## src/rtl/cache_arb_pkg.sv

```systemverilog
// Types shared by the cache-to-memory arbiter: requester IDs and 4-byte memory messages.
// Message layouts follow the vc mem-msg definitions used by the cache controllers.
package cache_arb_pkg;

   localparam int ARB_NUM_REQS = 2;

   typedef logic [$clog2(ARB_NUM_REQS)-1:0] arb_id_t;

   typedef struct packed {
      logic [2:0]  msg_type;
      logic [7:0]  opaque;
      logic [31:0] addr;
      logic [1:0]  len;
      logic [31:0] data;
   } mem_req_4B_t;

   typedef struct packed {
      logic [2:0]  msg_type;
      logic [7:0]  opaque;
      logic [1:0]  test;
      logic [1:0]  len;
      logic [31:0] data;
   } mem_resp_4B_t;

endpackage

```

## src/rtl/cache_arb_id_queue.sv

```systemverilog
// In-order FIFO of requester IDs, one entry per in-flight memory request.
// Latency: push visible at head the cycle after; head/full/empty are registered-state decodes.
// Backpressure: push ignored while full, pop ignored while empty.
module cache_arb_id_queue
   import cache_arb_pkg::*;
#(
   parameter int p_depth = 4
) (
   input  logic    clk,
   input  logic    reset,
   input  logic    push,
   input  arb_id_t push_id,
   input  logic    pop,
   output arb_id_t head,
   output logic    full,
   output logic    empty
);

   localparam int AW = $clog2(p_depth);

   arb_id_t       slots [p_depth];
   logic [AW-1:0] wr_ptr;
   logic [AW-1:0] rd_ptr;
   logic [AW:0]   count;
   logic          do_push;
   logic          do_pop;

   assign full    = (count == (AW+1)'(p_depth));
   assign empty   = (count == '0);
   assign do_push = push & ~full;
   assign do_pop  = pop & ~empty;
   assign head    = slots[rd_ptr];

   // Pointers wrap naturally because the depth is a power of two.
   always_ff @(posedge clk) begin
      if (reset) begin
         wr_ptr <= '0;
         rd_ptr <= '0;
         count  <= '0;
      end else begin
         if (do_push) wr_ptr <= wr_ptr + AW'(1);
         if (do_pop)  rd_ptr <= rd_ptr + AW'(1);
         count <= count + (AW+1)'(do_push) - (AW+1)'(do_pop);
      end
   end

   always_ff @(posedge clk) begin
      if (do_push) slots[wr_ptr] <= push_id;
   end

endmodule

```

## src/rtl/cache_mem_arbiter.sv

```systemverilog
// Round-robin share of one memory port between icache (0) and dcache (1); CACHE_ARB_STATS_EN adds counters.
// Latency: zero-cycle request forwarding and response routing; grant pointer updates on each fire.
// Backpressure: requests stall when memory is not ready or the ID queue is full; responses stall on the owner's rdy.
module cache_mem_arbiter
   import cache_arb_pkg::*;
#(
   parameter int p_max_outstanding = 4
) (
   input  logic         clk,
   input  logic         reset,
   input  logic         req0_val,
   output logic         req0_rdy,
   input  mem_req_4B_t  req0_msg,
   output logic         resp0_val,
   input  logic         resp0_rdy,
   output mem_resp_4B_t resp0_msg,
   input  logic         req1_val,
   output logic         req1_rdy,
   input  mem_req_4B_t  req1_msg,
   output logic         resp1_val,
   input  logic         resp1_rdy,
   output mem_resp_4B_t resp1_msg,
   output logic         mem_req_val,
   input  logic         mem_req_rdy,
   output mem_req_4B_t  mem_req_msg,
   input  logic         mem_resp_val,
   output logic         mem_resp_rdy,
   input  mem_resp_4B_t mem_resp_msg
`ifdef CACHE_ARB_STATS_EN
   ,
   output logic [31:0]  grant_count0,
   output logic [31:0]  grant_count1,
   output logic [31:0]  conflict_count
`endif
);

   arb_id_t priority_ptr;
   arb_id_t winner;
   arb_id_t head_id;
   logic    q_full;
   logic    q_empty;
   logic    active;
   logic    req_fire;
   logic    resp_fire;

   assign active = ~reset;

   always_comb begin
      winner = arb_id_t'(0);
      if (req0_val && req1_val) winner = priority_ptr;
      else if (req1_val)        winner = arb_id_t'(1);
   end

   // Full blocks the grant outright so rdy never depends on the response side.
   assign mem_req_val = active & ~q_full & (req0_val | req1_val);
   assign mem_req_msg = (winner == arb_id_t'(1)) ? req1_msg : req0_msg;
   assign req0_rdy    = active & ~q_full & mem_req_rdy & (winner == arb_id_t'(0));
   assign req1_rdy    = active & ~q_full & mem_req_rdy & (winner == arb_id_t'(1));
   assign req_fire    = mem_req_val & mem_req_rdy;

   always_ff @(posedge clk) begin
      if (reset)         priority_ptr <= arb_id_t'(0);
      else if (req_fire) priority_ptr <= ~winner;
   end

   assign resp0_val    = active & ~q_empty & mem_resp_val & (head_id == arb_id_t'(0));
   assign resp1_val    = active & ~q_empty & mem_resp_val & (head_id == arb_id_t'(1));
   assign resp0_msg    = mem_resp_msg;
   assign resp1_msg    = mem_resp_msg;
   assign mem_resp_rdy = active & ~q_empty & ((head_id == arb_id_t'(1)) ? resp1_rdy : resp0_rdy);
   assign resp_fire    = mem_resp_val & mem_resp_rdy;

   cache_arb_id_queue #(
      .p_depth (p_max_outstanding)
   ) u_id_queue (
      .clk     (clk),
      .reset   (reset),
      .push    (req_fire),
      .push_id (winner),
      .pop     (resp_fire),
      .head    (head_id),
      .full    (q_full),
      .empty   (q_empty)
   );

`ifdef CACHE_ARB_STATS_EN
   always_ff @(posedge clk) begin
      if (reset) begin
         grant_count0   <= '0;
         grant_count1   <= '0;
         conflict_count <= '0;
      end else begin
         if (req_fire && winner == arb_id_t'(0)) grant_count0 <= grant_count0 + 32'd1;
         if (req_fire && winner == arb_id_t'(1)) grant_count1 <= grant_count1 + 32'd1;
         if (req0_val && req1_val)               conflict_count <= conflict_count + 32'd1;
      end
   end
`endif

endmodule

```

## config.mk

```make
export PLATFORM = sky130hd
export DESIGN_NAME = cache_mem_arbiter
export DESIGN_NICKNAME = d
export VERILOG_FILES = /design/src/rtl/cache_arb_pkg.sv /design/src/rtl/cache_arb_id_queue.sv /design/src/rtl/cache_mem_arbiter.sv
export SDC_FILE = /design/constraint.sdc
export NUM_CORES = 1
export LEC_CHECK = 0
export ABC_AREA = 1
export BUFFER_PORTS_ARGS = -buffer_cell sky130_fd_sc_hd__buf_2
export CAP_MARGIN = 40
export CORE_AREA = 2 2 149 151
export CTS_CLUSTER_DIAMETER = 120
export DETAILED_ROUTE_END_ITERATION = 10
export DIE_AREA = 0 0 151 153
export GPL_TIMING_DRIVEN = 0
export PLACE_DENSITY = 0.5
export SYNTH_ARGS = -nofsm -noshare
export SYNTH_HDL_FRONTEND = slang
export SYNTH_SLANG_ARGS = --single-unit
```

## constraint.sdc

```tcl
create_clock -name clk -period 4.2 [get_ports clk]
set_input_delay 0.63 -clock clk [delete_from_list [all_inputs] [get_ports clk]]
set_output_delay 0.63 -clock clk [all_outputs]
set_load 0.05 [all_outputs]
```

======== Word level (Yosys, flattened, before mapping) ========
Memories as Yosys holds them, arrays and structs flattened. A register that Yosys moved wholly into a read port is not among the register bits.
Cells that the tools add are included.
operators by class
  add/subtract/negate cells ............... 4
  equal/unequal tests ..................... 1
  mux-type cells .......................... 8
  bitwise gates (word level) .............. 20
  reductions and logical operators ........ 2
operator list
  kind                                                           count
  77-bit 2-to-1 mux                                              1
  1-bit bitwise AND                                              14
  1-bit 2-to-1 mux                                               5
  1-bit NOT                                                      5
  2-bit by 1-bit adder with 2-bit output, second input constant  2
  2-bit 2-to-1 mux                                               2
  3-bit by 1-bit adder with 3-bit output                         1
  3-bit equality test, second input constant                     1
  3-bit zero test                                                1
  3-bit by 1-bit subtractor with 3-bit output                    1
  1-bit logical AND                                              1
  1-bit OR                                                       1
storage, ports and cells
  bits in registers ....................... 8
  memory bits (writable) .................. 4
  bits of input ports ..................... 209
  output and inout port bits .............. 177
  word-level logic and storage cells ...... 40
  memories ................................ 1
memories
  memory            words  width  rd ports  clocked after Yosys merged registers in  write ports  RTL line                  text
  u_id_queue.slots  4      1      1         1                                        1            cache_arb_id_queue.sv:21  arb_id_t slots [p_depth];

======== Longest topological paths before layout ========
Gate-level depths: netlist of the first run.
  depth after elaboration ................. 8
  depth in mapped cells ................... 15
  mapped depth without buffers ............ 15

======== By module ========
From an unflattened synthesis of the first run, not the netlist that was laid out.
second synthesis, totals
  cell total of the unflattened synthesis .. 450
  area, all modules ....................... 2438.6 sq um
modules (own cells, without submodules)
  module              instances  cells an instance  area an instance (sq um)  sequential area each (sq um)
  cache_mem_arbiter   1          371                1789.2                    20.0
  cache_arb_id_queue  1          79                 649.4                     300.3

======== Worst setup path before layout of the first run ========
Ideal clock, no wire load.
  kind .................................... input -> register
  start ................................... input reset
  end ..................................... register u_id_queue.count[2]
  library setup time ...................... 0.122 ns
  arrival time ............................ 2.726 ns
  setup slack ............................. 1.351 ns
  stages .................................. 11
  cell sequence ........................... inv_1 > nand2_1 > nor2_1 > nand2_2 > inv_1 > ha_1 > inv_1 > fa_1 > xor2_1 > o21ai_0 > a21oi_1
between the ends
  cells in the longest elaborated chain, start to end .. 7
ends and longest elaborated chain
  element                                      RTL line                  text
  start: declaration                           cache_mem_arbiter.sv:10   input logic reset,
  1-bit NOT                                    cache_mem_arbiter.sv:46   assign active = ~reset;
  1-bit bitwise AND (2 in series)              cache_mem_arbiter.sv:55   assign mem_req_val = active & ~q_full & (req0_val | req1_val);
  via mem_req_val                              cache_mem_arbiter.sv:23   output logic mem_req_val,
  1-bit bitwise AND                            cache_mem_arbiter.sv:59   assign req_fire = mem_req_val & mem_req_rdy;
  1-bit bitwise AND                            cache_arb_id_queue.sv:30  assign do_push = push & ~full;
  via u_id_queue.do_push                       cache_arb_id_queue.sv:25  logic do_push;
  3-bit by 1-bit adder with 3-bit output       cache_arb_id_queue.sv:43  count <= count + (AW+1)'(do_push) - (AW+1)'(do_pop);
  3-bit by 1-bit subtractor with 3-bit output  cache_arb_id_queue.sv:43
  end signal: assignment                       cache_arb_id_queue.sv:43
  end: declaration                             cache_arb_id_queue.sv:24  logic [AW:0] count;
The timed path passes the listed nets, and every way through them passes these cells.
A chain may end at the register's enable or synchronous reset.

==> results of run 1 <==
## routing by layer
metal  track usage (%)  vias up  wire, microns
met5                 0        -              0
met4             0.534        0             20
met3              1.46        2           1030
met2              17.7      193           6100
met1              11.4     1491           4740
li1                  -     1895              -
## critical path: cells and delay by family
family          cells  cell delay [ps]
compound gates      1              350
simple gates        2              210
buf+inv             4             1150
## logic make-up after synthesis
family	synth area share [%]
and+or+nand+nor	42.8
buffers and inverters	36.1
DFF	13.3
AOI/OAI and AO/OA	3.08
adders and majority gates	3.96
xor gates and xnor gates	0.730
## layout make-up
| cell class | instances | area [sq um] | share of cell area (%) |
|---|---|---|---|
| buffer | 110 | 772 | 17.1 |
| clock inverter | 1 | 3.75 | 0.0830 |
| timing repair buffer | 338 | 1690 | 37.4 |
| inverter | 25 | 93.8 | 2.08 |
| clock buffer | 3 | 75.1 | 1.66 |
| sequential | 14 | 320 | 7.09 |
| tap | 280 | 350 | 7.75 |
| multi-input combinational | 289 | 1210 | 26.8 |
## worst max-delay path by stage
stage	startpoint	endpoint	slack, ps	cells past startpoint
floorplan	reset	u_id_queue.count[2]	1350	11
global placement	req0_val	mem_req_msg[59]	1110	7
detailed placement	req0_val	mem_req_msg[59]	1090	7
CTS	req0_val	mem_req_msg[59]	1090	7
global route	req0_val	mem_req_msg[59]	990	7
finish	req0_val	mem_req_msg[59]	1200	7
## Yosys cell counts
cell type | count | share of area [%]
buf_4 | 94 | 29
a211oi_2 | 1 | 0.52
nand2_1 | 244 | 38
nand2_2 | 1 | 0.26
a21oi_4 | 1 | 0.68
buf_2 | 5 | 1.0
inv_1 | 22 | 3.4
o21ai_0 | 3 | 0.63
inv_2 | 3 | 0.47
nand3_1 | 6 | 1.3
nand3b_1 | 2 | 0.63
ha_1 | 6 | 3.1
nor2_1 | 16 | 2.5
a21oi_1 | 6 | 1.3
fa_1 | 1 | 0.83
clkbuf_1 | 11 | 1.7
dfxtp_1 | 10 | 8.3
xor2_1 | 2 | 0.73
edfxtp_1 | 4 | 5.0
## where the power goes
| group | switching [mW] | internal, mW | total, mW | leakage (nW) |
|---|---|---|---|---|
| sequential | 0.0131 | 0.158 | 0.171 | 0.118 |
| clock | 0.0580 | 0.126 | 0.184 | 0.0385 |
| combinational | 0.671 | 0.261 | 0.932 | 2.76 |
## metrics by stage
stage          hold slack [ps]  power [mW]  cell area [sq um]  instances  setup WS, ps
2_1_floorplan              459       0.867               2400        438          1350
3_3_place_gp               477        1.11               4440       1056          1110
3_5_place_dp               488        1.11               4440       1056          1090
4_1_cts                    493        1.30               4520       1060          1090
5_1_grt                    508        1.37               4520       1060           989
6_report                   490        1.29               4520       1060          1200
==> flow_summary.toml, run 1 <==
[setup_path]
cp_cell_sequence = "buf_2 -> a21oi_4 -> buf_2 -> buf_2 -> nand2_1 -> nand2_1 -> buf_2"
worst-setup-path-type = "in -> out"
reg2reg_from = "u_id_queue.count[1]"
crit_fanout = 10
rr_endpoint = "u_id_queue.count[2]"
critPathRequiredTime_ps = 3570
r2r_cells = 14
critPathCaptureType = "primary output"
start_kind = "primary input"
worstPathArrival_ps = 2370
max_stage_delay_ps = 410
cpMostUsedCell = "buf_2"
cpMaxStageDelayCell = "buf_2"
reg2reg_slack_ps = 1840

[worst_hold_path]
hold_end = "priority_ptr"
hold_depth = 2
hold_start = "priority_ptr"
hold_class = "reg -> reg"

[clock_tree]
cts_hold_buffers = 0
cts_tree = "yes"
ctsResizeCount = 0
clock_sinks = 14
cts-root-buf = "clkbuf_16"
htreeDepth = 1
clock_path_buffers = 2
cts.clk_slew.worst_paths_ps = 50
cts_buffers = 3
post-cts-setup-buffers = 0
clk_latency_ps = 250

[detailed_routing]
wl_per_cell_microns = 11.2
ant_nets = 0
vias = 3581
drc = 0
first_iter_violations = 115
via_per_inst = 3.38
drt_first_pass_iters = 4
wl_microns = 11900

[finish]
n_antenna_cell = 0
areaGrowthSynthToFinish_pct = 88.4
layout_commonest_cell = "buf_2"
final_cell_mix = "buf_2 (343), nand2_1 (244), buf_4 (94), inv_1 (22), nor2_1 (16)"
drive_gt1_share_pct = 57.2
fin_util_pct = 21.0
num-nets-final = 997
fillers = 2544

[timing]
setup_viol = 0
fin_crit_sh_pct = 71.3
fin_crit_ps = 3000
drv_slew = 0
fin_skew_ps = 2.73
tightest_slew_ps = 603
final_hold_viol_count = 0
setup_tns_ps = 0
timing.slew.headroom_pct = 59.8
max_freq_mhz = 334
rsz0062_at_grt = "false"

[die]
dieWidth_microns = 151
initial_utilization_pct = 11.2
row_count = 54
die_area_sq_um = 23100
core-area_sq_um = 21500
boundaryPins = 386
die_h_microns = 153

[place]
gp_congestion = 0.742
io_buffers = 338
dp_hpwl_microns = 10600

[outcome]
outcome = "complete, no violations"

[synth]
syn-cell-area_sq_um = 2400
syn_inst = 438
yosys.cell_types.count = 19
ys_warn_count = 0
syn_avg_cell_area_sq_um = 5.48
syn_nets = 654
synth-seq-cells = 14
synth-seq-area-share_pct = 13.3

[global_routing]
grt_pass1_vias = 3206
grt_max_degree = 14
grt_pass1_wl_microns = 17000
antenna_found_initial = 0
grtUsageTotal_pct = 9.31
grt_overflow = 0

[pwr]
irDropWorstVdd_mv = 0.126
p_leak_nw = 2.92
pwr_density_cell_nw_per_um2 = 285

[flow_run]
cap_violations = 0
Power figures use the tool's default switching activity.
==> run 2, diff against run 1 <==
--- a/config.mk
+++ b/config.mk
@@ -5,15 +5,15 @@
 export SDC_FILE = /design/constraint.sdc
 export NUM_CORES = 1
 export LEC_CHECK = 0
-export ABC_AREA = 1
+export ABC_AREA = 0
 export BUFFER_PORTS_ARGS = -buffer_cell sky130_fd_sc_hd__buf_2
 export CAP_MARGIN = 40
-export CORE_AREA = 2 2 149 151
+export CORE_AREA = 2 2 152 154
 export CTS_CLUSTER_DIAMETER = 120
 export DETAILED_ROUTE_END_ITERATION = 10
-export DIE_AREA = 0 0 151 153
+export DIE_AREA = 0 0 154 156
 export GPL_TIMING_DRIVEN = 0
-export PLACE_DENSITY = 0.5
+export PLACE_DENSITY = 0.48
 export SYNTH_ARGS = -nofsm -noshare
 export SYNTH_HDL_FRONTEND = slang
 export SYNTH_SLANG_ARGS = --single-unit
==> constraint.sdc (replaced) <==
create_clock -name clk -period 3 [get_ports clk]
set_input_delay 0.45 -clock clk [delete_from_list [all_inputs] [get_ports clk]]
set_output_delay 0.45 -clock clk [all_outputs]
set_load 0.05 [all_outputs]
==> flow_summary.toml, run 2 <==
[detailed_routing]
drc = 0
ant_nets = 0
via_per_inst = 3.22
wl_per_cell_microns = 11.9
wl_microns = 10500
first_iter_violations = 66
drt_first_pass_iters = 4
vias = 2831

[synth]
syn_avg_cell_area_sq_um = 9.34
syn_nets = 466
synth_top_area_cell = "mux2_2"
synth-seq-area-share_pct = 13.7
synth_commonest_cells = "buf_4 (94), mux2_2 (77), dfxtp_1 (10), inv_1 (10), nor2_1 (10)"
yosys_most_used_dff = "dfxtp_1"
synth_edf_count = 4
ys_warn_count = 0
syn-cell-area_sq_um = 2340
yosys.cell_types.count = 29
async_flop_share_pct = 0
syn_inst = 250
synth_top_area_share_pct = 37.1
synth.area.top_cells = "mux2_2 (37%), buf_4 (30%), dfxtp_1 (8.6%)"
synth.most_common_cell = "buf_4"
synth-seq-cells = 14

[die]
initial_utilization_pct = 10.4
die_h_microns = 156
row_count = 55
die_area_sq_um = 24000
boundaryPins = 386
dieWidth_microns = 154
core-area_sq_um = 22400

[clock_tree]
ctsResizeCount = 0
clock_path_buffers = 2
cts_hold_buffers = 0
htreeDepth = 1
cts_buffers = 3
post-cts-setup-buffers = 0
clock_sinks = 14
cts_tree = "yes"
cts-root-buf = "clkbuf_16"
cts.clk_slew.worst_paths_ps = 50
clk_latency_ps = 240

[setup_path]
cp_top_family = "multiplexers"
max_stage_delay_ps = 550
critPathCaptureType = "flop"
worst-setup-path-type = "reg -> reg"
start_kind = "flop"
cp_cell_sequence = "mux4_2 -> mux2i_2 -> nor2_1 -> ha_1 -> inv_1 -> ha_1 -> inv_1 -> fa_1 -> xor2_1 -> xnor2_1 -> nor2_1"
worstPathArrival_ps = 2830
path_buf_inv = 2
crit_fanout = 6
cpMaxStageDelayCell = "mux4_2"
critPathRequiredTime_ps = 3120

[timing]
fin_crit_ps = 2720
timing.slew.headroom_pct = 55.8
max_freq_mhz = 368
final_hold_viol_count = 0
tightest_slew_ps = 658
drv_slew = 0
setup_tns_ps = 0
fin_crit_sh_pct = 90.5
rsz0062_at_grt = "false"
setup_viol = 0
fin_skew_ps = 1.01

[place]
io_buffers = 338
gp_congestion = 0.771
dp_hpwl_microns = 9530

[pwr]
pwr_density_cell_nw_per_um2 = 386
p_leak_nw = 2.46
irDropWorstVdd_mv = 0.166

[global_routing]
grt_pass1_vias = 2544
grt_overflow = 0
grtUsageTotal_pct = 7.38
antenna_found_initial = 3
grt_max_degree = 11
grt_pass1_wl_microns = 13800

[finish]
layout_commonest_cell = "buf_2"
drive_gt1_share_pct = 88.9
multi_input_area_sq_um = 1230
fin_util_pct = 20.0
final_cell_mix = "buf_2 (346), buf_4 (94), mux2_2 (77)"
num-nets-final = 809
regArea_sq_um = 320
fillers = 2483
areaGrowthSynthToFinish_pct = 91.2

[flow_run]
cap_violations = 0

[worst_hold_path]
hold_class = "reg -> reg"

[outcome]
outcome = "complete, no violations"
[run 2: final cells by class]
type	count	share of cell area [%]
multi-input cells	123	27.5
plain buffers	103	16.8
well taps	285	7.99
repair buffers	338	37.9
clock buffers	3	1.68
flip-flops and latches	14	7.17
inverters	10	0.841
clock inverters	1	0.0841
diodes	1	0.0560
[run 2: worst paths after layout]
| check | from | end | slack (ps) | cells past startpoint |
|---|---|---|---|---|
| worst min register to register | u_id_queue.rd_ptr[1] | flop | 470 | 1 |
| worst max-delay path | flop | u_id_queue.count[2] | 280 | 11 |
| worst max register to register | flop | u_id_queue.count[2] | 280 | 11 |
| worst min-delay path | u_id_queue.rd_ptr[1] | flop | 470 | 1 |
[run 2: worst register-to-register path, stage by stage, from the launching register on]
cell     delay, ps
dfxtp_1        340
mux4_2         560
mux2i_2        370
nor2_1          90
ha_1           290
inv_1           50
ha_1           140
inv_1           50
fa_1           370
xor2_1         170
xnor2_1        130
nor2_1          50
[run 2: metrics by stage]
| step | total power, mW | setup slack [ps] | hold slack [ps] | std cells | instance area (sq um) |
|---|---|---|---|---|---|
| after detailed placement | 1.49 | 132 | 461 | 873 | 4380 |
| after floorplan | 1.19 | 476 | 436 | 250 | 2340 |
| after CTS | 1.74 | 124 | 468 | 877 | 4460 |
| after global routing | 1.81 | 25.5 | 483 | 877 | 4460 |
| final | 1.72 | 284 | 467 | 878 | 4470 |
| after global placement | 1.49 | 99.1 | 459 | 873 | 4380 |
[run 2: logic make-up after synthesis]
logic type | count (synthesis) | synth area share (%)
adders and majority gates | 7 | 4.07
DFF | 14 | 13.7
muxes | 80 | 39.1
buffers and inverters | 113 | 33.7
xor gates and xnor gates | 3 | 1.13
and+or+nand+nor | 26 | 5.89
AOI/OAI and AO/OA | 7 | 2.41
[run 2: per-layer routing]
metal	part of all wire, %	up-vias	GRT usage [%]
met5	0.12	-	0
met2	50	201	13.2
met4	0.53	2	0.979
met3	9.3	9	1.56
li1	-	1439	-
met1	40	1180	9.34
[run 2: power breakdown]
group          leakage (nW)  internal, mW  total (mW)  switching, mW
logic                  2.31         0.407        1.23          0.828
registers             0.118         0.219       0.238         0.0191
clock network        0.0385         0.176       0.249         0.0735
